==> src/rtl/flag_selector.sv <==
// Flag index sequencer: debounced next/prev buttons step the mux selector modulo count, committed on frame_start.
// Optional auto-advance every AUTO_FRAMES frames is compiled in with `define FLAG_SELECTOR_AUTO_EN.
module flag_selector #(
  parameter int DEBOUNCE_FRAMES = 2,
  parameter int AUTO_FRAMES     = 300
) (
  input  logic       clk,
  input  logic       rst_n,
  input  logic       frame_start,
  input  logic       btn_next,
  input  logic       btn_prev,
  input  logic       auto_mode,
  input  logic [7:0] count,
  output logic [7:0] selector,
  output logic       changed
);

  localparam logic [3:0] DEB_LAST = 4'(DEBOUNCE_FRAMES - 1);

  // Index 0 is the next button, index 1 the prev button.
  logic [1:0] sync1_q, sync2_q;
  logic [1:0] deb_q, deb_d;
  logic [3:0] cnt_q [2];
  logic [3:0] cnt_d [2];
  logic [1:0] req;
  logic [7:0] sel_q, sel_d;
  logic       changed_q, changed_d;
  logic [7:0] n_eff, n_last;
  logic       auto_tick;

  always_ff @(posedge clk or negedge rst_n) begin
    if (!rst_n) begin
      sync1_q <= '0;
      sync2_q <= '0;
    end else begin
      sync1_q <= {btn_prev, btn_next};
      sync2_q <= sync1_q;
    end
  end

  always_comb begin
    deb_d = deb_q;
    cnt_d = cnt_q;
    req   = '0;
    if (frame_start) begin
      for (int i = 0; i < 2; i++) begin
        if (sync2_q[i] == deb_q[i]) begin
          cnt_d[i] = '0;
        end else if (cnt_q[i] == DEB_LAST) begin
          deb_d[i] = sync2_q[i];
          cnt_d[i] = '0;
          req[i]   = sync2_q[i];
        end else begin
          cnt_d[i] = cnt_q[i] + 4'd1;
        end
      end
    end
  end

`ifdef FLAG_SELECTOR_AUTO_EN
  localparam logic [15:0] AUTO_LAST = 16'(AUTO_FRAMES - 1);
  logic [15:0] auto_cnt_q, auto_cnt_d;

  // Any manual request, even an ignored both-pressed one, restarts the auto interval.
  always_comb begin
    auto_cnt_d = auto_cnt_q;
    auto_tick  = 1'b0;
    if (frame_start) begin
      if (!auto_mode || (|req)) begin
        auto_cnt_d = '0;
      end else if (auto_cnt_q == AUTO_LAST) begin
        auto_cnt_d = '0;
        auto_tick  = 1'b1;
      end else begin
        auto_cnt_d = auto_cnt_q + 16'd1;
      end
    end
  end

  always_ff @(posedge clk or negedge rst_n) begin
    if (!rst_n) auto_cnt_q <= '0;
    else        auto_cnt_q <= auto_cnt_d;
  end
`else
  logic unused_auto_mode;
  assign unused_auto_mode = auto_mode;
  assign auto_tick        = 1'b0;
`endif

  assign n_eff  = (count == 8'd0) ? 8'd1 : count;
  assign n_last = n_eff - 8'd1;

  always_comb begin
    sel_d = sel_q;
    if (frame_start) begin
      if (sel_q >= n_eff) begin
        sel_d = '0;
      end else if (req[0] && req[1]) begin
        sel_d = sel_q;
      end else if (req[0] || auto_tick) begin
        sel_d = (sel_q == n_last) ? 8'd0 : sel_q + 8'd1;
      end else if (req[1]) begin
        sel_d = (sel_q == 8'd0) ? n_last : sel_q - 8'd1;
      end
    end
    changed_d = (sel_d != sel_q);
  end

  always_ff @(posedge clk or negedge rst_n) begin
    if (!rst_n) begin
      deb_q     <= '0;
      cnt_q[0]  <= '0;
      cnt_q[1]  <= '0;
      sel_q     <= '0;
      changed_q <= 1'b0;
    end else begin
      deb_q     <= deb_d;
      cnt_q     <= cnt_d;
      sel_q     <= sel_d;
      changed_q <= changed_d;
    end
  end

  assign selector = sel_q;
  assign changed  = changed_q;

endmodule

==> config.mk <==
export PLATFORM = sky130hd
export DESIGN_NAME = flag_selector
export DESIGN_NICKNAME = d
export VERILOG_FILES = /design/src/rtl/flag_selector.sv
export SDC_FILE = /design/constraint.sdc
export NUM_CORES = 1
export LEC_CHECK = 0
export BUFFER_PORTS_ARGS = -buffer_cell sky130_fd_sc_hd__buf_2
export CAP_MARGIN = 5
export CORE_AREA = 2 2 61 92
export DETAILED_ROUTE_END_ITERATION = 12
export DIE_AREA = 0 0 63 94
export PLACE_DENSITY = 0.71
export SETUP_SLACK_MARGIN = 0.2
export SLEW_MARGIN = 20
export SYNTH_ARGS = -nofsm -noshare
export SYNTH_HDL_FRONTEND = slang
export SYNTH_SLANG_ARGS = --single-unit
==> constraint.sdc <==
create_clock -name clk -period 4.65 [get_ports clk]
set_input_delay 0.93 -clock clk [delete_from_list [all_inputs] [get_ports clk]]
set_output_delay 0.93 -clock clk [all_outputs]
set_load 0.01 [all_outputs]
==> summary.txt <==
Clock network
  • Postcts setup bufs: 0
  • Hold bufs inserted after CTS: 0
  • # resized after CTS: 0
  • H-Tree Depth: 1
  • Clk pin slew, worst setup/hold paths: 0.09 ns
  • CTS Sinks: 23
  • CTS max path bufs: 2
  • Clock Tree Root: clkbuf_8
  • CTS buffer count: 3
  • Worst skew pair latency: 0.27 ns
  • CTS tree: yes

Layout
  • Synthesis-to-finish area growth: 9.73%
  • Share of layout cells above drive strength 1: between 10% and 20%
  • Filler cell count: about 530
  • Nets: between 300 and 400
  • Area of the multi-input gates: 1610 um2
  • Ant diodes: 0
  • Register area: between 500 and 600 um2

Timing
  • Final min period: 3.78 ns
  • Post-route clock period utilization: between 80% and 90%
  • Fin. Hold Viols: 0
  • Relative slew slack: between 50% and 60%
  • Clock skew: between 0.009 and 0.01 ns
  • Worst Tran Pin Value: 0.682 ns
  • Fmax: between 200 and 300 MHz
  • Final setup viols: 0
  • Slew Limit Fails: 0
  • Setup slack after layout: about 0.87 ns
  • Hold Slack: roughly 0.36 ns
  • Unrepaired setup endpoints after global routing: false
  • Fin Setup TNS: 0 ns

Pwr
  • Pwr per Cell Area: between 500 and 600 nW/um2
  • Total power: 1280 uW
  • Worst VDD drop: between 0.3 and 0.4 mV
  • Leakage: between 0.001 and 0.0015 uW

Yosys
  • Post-synth EDFFs: 0
  • Top FF cell, synth: dfrtp_1
  • Post-synth top area share: between 20% and 30%
  • Post-synthesis area per instance: about 8.4 um2
  • Seq cells post-synth: 23
  • Syn Std Cell Area: ~2300 um2
  • List of most frequent post-synthesis cells: dfrtp_1, a21oi_1, inv_1
  • Post-synthesis sequential area ratio: approximately 25%
  • Ranking of synthesized cells by area: dfrtp_1, ha_1, a21oi_1
  • Largest area contributor in the netlist: dfrtp_1
  • Netlist cell types: 64
  • Net Count, Synth: 305
  • Syn. warnings: 0
  • Most common cell in the netlist: dfrtp_1
  • Post-Synthesis Cells: 275
  • Async set-reset flop share out of synthesis: 100%

Route
  • Vias/cell: around 6.3
  • Post-detailed-route DRC marker count: 0
  • DR vias: approximately 2300
  • Iter 0 DRT Violations: 110
  • Final ANT Viol Nets: 0
  • WL/cell: around 17 um
  • Routed wire length: ~6300 um
  • Pre-Repair DR Iteration Count: 4

Die
  • Core area: between 5000 and 6000 um2
  • Die width: approximately 63 um
  • Die H: 94 um
  • Die area: approximately 5900 um2
  • Starting Density: a little under half
  • FP Rows: 32
  • Top Ports: 23

Global routing
  • GRT Total Usage: a little under a quarter
  • Number of global-route vias before repair: roughly 2300
  • Initial antenna violation count: 0
  • Largest net degree at the start of global routing: 24
  • First-pass GRT wire length: between 10000 and 15000 um
  • Grt ovf: 0

Worst setup path
  • Critical Path RT: about 4.8 ns
  • Crit. End Element: flip-flop
  • Arrival time at the worst endpoint: 3.92 ns
  • CP Max Fanout: 10
  • Critical path type: in -> reg
  • Startpoint Class: input pin

Place
  • Global placer's final weighted congestion: 0.909
  • I/O Buffers: 21
  • Pre-CTS setup slack: ~0.56 ns
  • Post-DP HPWL: approximately 4900 um

Status
  • Outcome: finished, final reports clean

Job
  • Max Cap Viol: 0

Hold path
  • Worst min path class: reg -> reg
stage by stage:
| stage | utilization, % | instance area (um2) | instances |
|---|---|---|---|
| after global placement | 48.8 | 2480 | 359 |
| after CTS | 49.7 | 2530 | 363 |
| final | 49.7 | 2530 | 363 |
| after global routing | 49.7 | 2530 | 363 |
| after detailed placement | 48.8 | 2480 | 359 |
| after floorplan | - | 2300 | 275 |
power breakdown:
part | internal, uW | total, uW | switching (uW)
logic | 335 | 785 | 451
registers | 254 | 369 | 115
clock network | 61.2 | 125 | 64.1
total | 650 | 1280 | 629
registers in the layout (all words and copies together), names as in the netlist:
name	cells
changed	1
selector	8
sync1_q	2
deb_q	2
sync2_q	2
cnt_q	8
placed cells by master (no fill, tap or decap), drive strengths merged, types with 3 or more instances in the layout:
cell    Yosys  routed
xnor2      10      10
clkbuf      8       4
a211oi     11      11
nand2b      6       6
ha         16      16
o211ai      3       3
nor4        4       4
inv        19      19
nand4       3       3
nor3        8       8
o22ai       5       5
nor2b       5       5
a21o        5       5
buf         1      25
o311ai      3       3
dfrtp      23      23
mux2i       3       3
nor2       17      17
nand3      12      12
and3        3       3
o21ai      16      16
nand2      12      12
a21oi      21      21
o31ai       8       8
or4         6       6
worst max-delay path, stage by stage:
cell,delay (ns)
buf_2,0.13
inv_1,0.11
a41oi_1,0.27
buf_4,0.17
ha_1,0.28
nor3b_1,0.46
xnor2_1,0.14
nand3b_1,0.17
nor4_4,0.06
buf_4,0.17
a21o_1,0.25
o31a_1,0.35
o41ai_2,0.29
nand4_1,0.13
cell type report:
| type | instances | share of cell area (%) |
|---|---|---|
| multi-input cells | 223 | 63.7 |
| well taps | 68 | 3.37 |
| inverters | 20 | 2.97 |
| repair buffers | 25 | 5.35 |
| clock buffers | 4 | 1.78 |
| flip-flops and latches | 23 | 22.8 |
final timing paths:
kind,end,startpoint,slack [ns],cells past startpoint
setup / recovery,changed,count[6],0.87,14
hold / removal,sync2_q[0],sync1_q[0],0.36,0
setup reg to reg,changed,selector[0],1.44,11
hold reg to reg,sync2_q[0],sync1_q[0],0.36,0
max in group asynchronous,cnt_q[4],rst_n,3.68,1
min in group asynchronous,cnt_q[2],rst_n,0.62,1
metal layers:
metal / global-route usage [%] / wire length, um
met4: 14.1 / 354
met1: 27.0 / 2530
met5: 0 / 0
met3: 2.88 / 263
met2: 40.3 / 3160
cells by family (layout without fill, tap and decap cells):
group,Yosys count,count (layout),synth area share (%)
compound gates,101,101,31.0
simple gates,89,89,23.4
buf+inv,29,49,5.05
flops,23,23,25.0
fa+ha+maj,16,16,8.70
xor+xnor,12,12,4.57
mux,5,5,2.28
(Power assumes the default switching activity.)
